$ cat config.mk
export PLATFORM = sky130hd
export DESIGN_NAME = color_merge_pipe
export DESIGN_NICKNAME = d
export VERILOG_FILES = /design/src/rtl/color_pkg.sv /design/src/rtl/color_pipe_stage.sv /design/src/rtl/color_merge_pipe.sv
export SDC_FILE = /design/constraint.sdc
export NUM_CORES = 2
export LEC_CHECK = 0
export BUFFER_PORTS_ARGS = -buffer_cell sky130_fd_sc_hd__buf_2
export CAP_MARGIN = 0
export CELL_PAD_IN_SITES_DETAIL_PLACEMENT = 1
export CELL_PAD_IN_SITES_GLOBAL_PLACEMENT = 2
export CORE_ASPECT_RATIO = 0.6
export CORE_MARGIN = 1
export CORE_UTILIZATION = 25
export CTS_CLUSTER_SIZE = 28
export DETAILED_ROUTE_END_ITERATION = 10
export MAX_ROUTING_LAYER = met4
export PLACE_DENSITY_LB_ADDON = 0.2
export SLEW_MARGIN = 20
export SYNTH_ARGS = -nofsm -noshare
export SYNTH_HDL_FRONTEND = slang
export SYNTH_SLANG_ARGS = --single-unit
$ cat constraint.sdc
create_clock -name clk -period 3.3 [get_ports clk]
set_clock_uncertainty 0.1 [all_clocks]
set_input_delay 0.165 -clock clk [delete_from_list [all_inputs] [get_ports clk]]
set_output_delay 0.165 -clock clk [all_outputs]
set_load 0.05 [all_outputs]
$ cat src/rtl/color_pkg.sv
// Shared defaults, the cross-domain status record and the mask helper functions
// used by the color merge pipeline.
package color_pkg;

  localparam int DEF_BW = 64;
  localparam logic [63:0] DEF_CLKMASK = 64'h0000_0000_0000_FFFF;
  localparam int CHW = 5;

  // Helpers take the widest supported mask / channel vector; callers zero-extend.
  localparam int MAX_BW = 256;
  localparam int MAX_CH = 32;

  typedef logic [MAX_BW-1:0] wide_mask_t;
  typedef logic [MAX_CH-1:0] ch_vec_t;

  typedef struct packed {
    logic           flag;
    logic [CHW-1:0] ch;
  } xdom_t;

  // More than one bit set <=> clearing the lowest set bit leaves something behind.
  function automatic logic gt1(input wide_mask_t mask);
    return |(mask & (mask - wide_mask_t'(1)));
  endfunction

  function automatic logic [CHW-1:0] first_one(input ch_vec_t vec);
    logic [CHW-1:0] idx;
    idx = '0;
    for (int i = MAX_CH - 1; i >= 0; i--) begin
      if (vec[i]) idx = CHW'(i);
    end
    return idx;
  endfunction

endpackage

$ cat src/rtl/color_pipe_stage.sv
// One BW-wide delay stage of the merged-mask output pipeline.
module color_pipe_stage
  import color_pkg::*;
#(
  parameter int BW = DEF_BW
) (
  input  logic          clk,
  input  logic          rst,
  input  logic [BW-1:0] d,
  output logic [BW-1:0] q
);

  logic [BW-1:0] data_d;
  logic [BW-1:0] data_q;

  always_comb begin
    data_d = d;
  end

  always_ff @(posedge clk) begin
    if (rst) data_q <= '0;
    else     data_q <= data_d;
  end

  assign q = data_q;

endmodule

$ cat src/rtl/color_merge_pipe.sv
// Merge node: holds the latest mask per channel, ORs them, delays the result by
// DEPTH stages, flags clock-domain mixing and counts merged-mask changes.
module color_merge_pipe
  import color_pkg::*;
#(
  parameter int            BW      = DEF_BW,
  parameter int            NIN     = 10,
  parameter int            DEPTH   = 1,
  parameter logic [BW-1:0] CLKMASK = BW'(DEF_CLKMASK),
  parameter int            CW      = 16
) (
  input  logic              clk,
  input  logic              rst,
  input  logic [NIN-1:0]    in_vld,
  input  logic [NIN*BW-1:0] in_color,
  input  logic              clear,
  output logic [BW-1:0]     out_color,
  output logic              out_vld,
  output logic              xdom,
  output logic [CHW-1:0]    xdom_ch,
  output logic [CW-1:0]     chg_cnt
);

  logic [BW-1:0]  hold_q [NIN];
  logic [BW-1:0]  hold_d [NIN];
  logic [BW-1:0]  merged;
  logic [BW-1:0]  merged_d;
  logic [NIN-1:0] contrib;
  xdom_t          xdom_q, xdom_d;
  logic [CW-1:0]  cnt_q, cnt_d;
  logic [BW-1:0]  prev_q, prev_d;
  logic [BW-1:0]  stage [DEPTH+1];

  always_comb begin
    merged = '0;
    for (int i = 0; i < NIN; i++) begin
      merged = merged | hold_q[i];
    end
  end

  // Next hold contents, the merged value they produce, and which updating
  // channels bring in a clock-domain bit that is not yet present.
  always_comb begin
    merged_d = '0;
    contrib  = '0;
    for (int i = 0; i < NIN; i++) begin
      hold_d[i] = hold_q[i];
      if (clear)          hold_d[i] = '0;
      else if (in_vld[i]) hold_d[i] = in_color[i*BW +: BW];
      merged_d   = merged_d | hold_d[i];
      contrib[i] = in_vld[i] & (|(in_color[i*BW +: BW] & CLKMASK & ~merged));
    end
  end

  always_comb begin
    xdom_d = xdom_q;
    if (clear) begin
      xdom_d = '0;
    end else if (!xdom_q.flag && gt1(wide_mask_t'(merged_d & CLKMASK))) begin
      xdom_d.flag = 1'b1;
      xdom_d.ch   = first_one(ch_vec_t'(contrib));
    end
  end

  always_comb begin
    cnt_d = cnt_q;
    if ((merged_d != merged) && (cnt_q != {CW{1'b1}})) begin
      cnt_d = cnt_q + CW'(1);
    end
  end

  always_comb begin
    prev_d = out_color;
  end

  always_ff @(posedge clk) begin
    if (rst) begin
      for (int i = 0; i < NIN; i++) hold_q[i] <= '0;
      xdom_q <= '0;
      cnt_q  <= '0;
      prev_q <= '0;
    end else begin
      for (int i = 0; i < NIN; i++) hold_q[i] <= hold_d[i];
      xdom_q <= xdom_d;
      cnt_q  <= cnt_d;
      prev_q <= prev_d;
    end
  end

  // With DEPTH=0 no stages are built and out_color is the merged value itself.
  assign stage[0] = merged;

  for (genvar gi = 0; gi < DEPTH; gi++) begin : g_stage
    color_pipe_stage #(
      .BW(BW)
    ) u_stage (
      .clk(clk),
      .rst(rst),
      .d  (stage[gi]),
      .q  (stage[gi+1])
    );
  end

  assign out_color = stage[DEPTH];
  assign out_vld   = (out_color != prev_q);
  assign xdom      = xdom_q.flag;
  assign xdom_ch   = xdom_q.ch;
  assign chg_cnt   = cnt_q;

endmodule
==> run metrics <==
measured slew at the worst slew-check pin 0.9750 ns; fraction of layout cells with a size suffix above 1 32.11%; failing checks negative setup slack; post-detail-place hpwl 146,700 um; clock buffer depth 3; relative slew slack 34.76%; period utilization 114.5%; Die Ht around 280 um; CP bufs+invs 2; max incr delay on CP 0.56 ns; Ports 740; vias in the first global route roughly 37,000; Clk Latency, worst-skew pair 0.68 ns; # port buffers 738; WL met2 79,480 um; Residual DRC 0; max-cap violations 0; startpoint class of the critical path flop; critical path's top delay family simple AND/OR/NAND/NOR gates; core box area 129,400 um^2; Post-Syn Area 32,710 um^2; critical path required time approximately 3.8 ns; Placer Congestion 0.9451; nets slightly above 6,000; wl on met1 92,560 um; Layout area overhead 68.99%; first-pass GRT wire length 260,700 um; total routed wirelength about 190,000 um; Yosys Warn Count 0; cells along the critical path or4_4, nor4_4, nor4_2, or4_4, a21oi_4, o32ai_2, or4_4, nor4_4, buf_12, buf_12, nor2_1, mux2_1; Detail Route Antenna Nets 0; number of buffers created by CTS 85; hold path cells 4; CP Depth 12; via count 35,750; ys async rst share 0%; cell taking the most area after synthesis dfxtp_1; Synth cell types 74; Syn Area/Cell 9.579 um^2; Seq/Total Area, Yosys between 40% and 50%; leading cell types by count after synthesis 789 x dfxtp_1, 749 x nor2_1, 641 x mux2i_1; Slew Viols, Final 0; DR pass1 iterations 5; Main synth FF type dfxtp_1; most frequent cell after synthesis dfxtp_1; peak supply drop 343.0 uV; area share of the largest cell type after synthesis between 40% and 50%; worst reg2reg path depth 12; CTS tree yes; status complete, but fails checks; Final Hold Vio Count 0; Leakage 25.04 nW; share of the core filled with cells 42.72%; initial antenna violation count 27; Yosys reg bits 789; CTS HTree Levels 3; most numerous cell on the critical path or4_4; Via-to-Cell Ratio 4.839; Starting Density 25.28%; min cycle time layout about 3.8 ns; root buffer cell clkbuf_16; DR top layer met4; chip width 469.0 um; die area 132,300 um^2; 1st-iter DRT viols 2,534; metal3 WL 11,650 um; syn nets roughly 4,100; Sink Count 789; Final setup viols 16; hold crit path type in -> reg; Syn Inst Count 3,415; GRT Total Usage between 20% and 30%; Post-synth EDFFs 0; Site Rows 102; Final WS setup -0.4787 ns; Critical Path AT between 4 and 5 ns; hold_ws 0.06552 ns; WS Path Type reg -> reg; CP Max Fanout 7; Slowest cell on crit path or4_4; Overflow after GRT 0; Synth area leaders dfxtp_1 48%, mux2i_1 20%, nor2_1 8.6%; highest clock rate 264.6 MHz; Worst Setup End Kind flop; P per Cell Area between 400 and 500 nW/um^2; WL/cell 25.67 um; largest net degree at the start of global routing 87; RSZ-0062 raised after global routing true; CTS clock-pin slew for the worst setup and hold paths 0.06 ns
-- cell type report --
cell class              count  area [um^2]
fillers                 14890        74130
repair buffers           2271        17830
multi-input cells        2429        16610
flip-flops and latches    789        15800
clock buffers             124         2486
well taps                1716         2147
clock inverters            26        320.3
diodes                     24        60.06
inverters                   8        30.03
-- cells in the final DEF (no fill, tap or decap), types with 28 or more instances in the layout --
cell type,count
nand4_1,159
a22oi_1,64
nand2_1,129
dfxtp_1,787
nor4_1,82
mux2i_1,637
buf_12,62
buf_2,726
buf_4,768
or4_1,70
nor2_1,746
nor3_1,67
dlygate4sd3_1,691
clkbuf_16,87
nor2b_1,71
xnor2_1,83
a21oi_1,28
-- state kept, by name (all words and copies together), names as in the netlist --
signal,flops
chg_cnt,16
g_stage.u_stage.q,64
hold_q,640
prev_q,64
xdom,1
xdom_ch,4
-- power breakdown --
group	internal, W	switching [W]	total, W
clock network	0.00570	0.00435	0.0100
logic	0.00291	0.00334	0.00625
registers	0.00993	0.000406	0.0103
-- worst min-delay path, delay by kind of cell --
family                 cells  cell delay, ns
muxes                      1            0.20
buffers and inverters      2            0.36
and+or+nand+nor            1            0.07
-- routing by layer --
| layer | global-route usage (%) | up-vias |
|---|---|---|
| met1 | 39.63 | 17650 |
| met5 | - | - |
| met3 | 6.041 | 334 |
| met2 | 40.43 | 1197 |
| met4 | 8.656 | 0 |
| li1 | - | 16570 |
-- what timing repair did --
| action | in CTS | in global routing |
|---|---|---|
| hold buffers | 691 | 0 |
| pin swaps | 8 | 9 |
| resized for setup | 20 | 70 |
| setup buffers | 2 | 5 |
| endpoints found under the hold margin | 660 | 0 |
| setup endpoints to repair | 21 | 21 |
| gates cloned | 1 | 0 |
-- final timing paths --
kind	from	to	slack (ns)
max	hold_q[7][20]	chg_cnt[0]	-0.48
min	in_vld[1]	hold_q[1][55]	0.07
min reg2reg	xdom_ch[2]	xdom_ch[2]	0.37
max reg2reg	hold_q[7][20]	chg_cnt[0]	-0.48
-- metrics by stage --
step                TNS (ns)  total power (W)  setup slack [ns]  instance area, um^2  instances
global placement      -23.13          0.01578            -1.336                44960       6516
finish                -6.650          0.02663           -0.4787                55280       7387
detailed placement    -23.44          0.01581            -1.326                44960       6516
floorplan            -0.9995          0.01264           -0.1473                32750       3415
CTS                   -8.881          0.02665           -0.5885                54840       7360
global route          -7.662          0.02759           -0.5367                55270       7383
-- kinds of logic after synthesis --
kind of cell | count (synthesis) | synth area share, %
simple gates | 1470 | 21.80
buf+inv | 197 | 2.651
xor+xnor | 100 | 2.677
flops | 789 | 48.29
compound gates | 210 | 4.720
fa+ha+maj | 2 | 0.06884
other cells | 1 | 0.01146
mux | 646 | 19.79
Note: power is estimated with default switching activity, not from simulation.
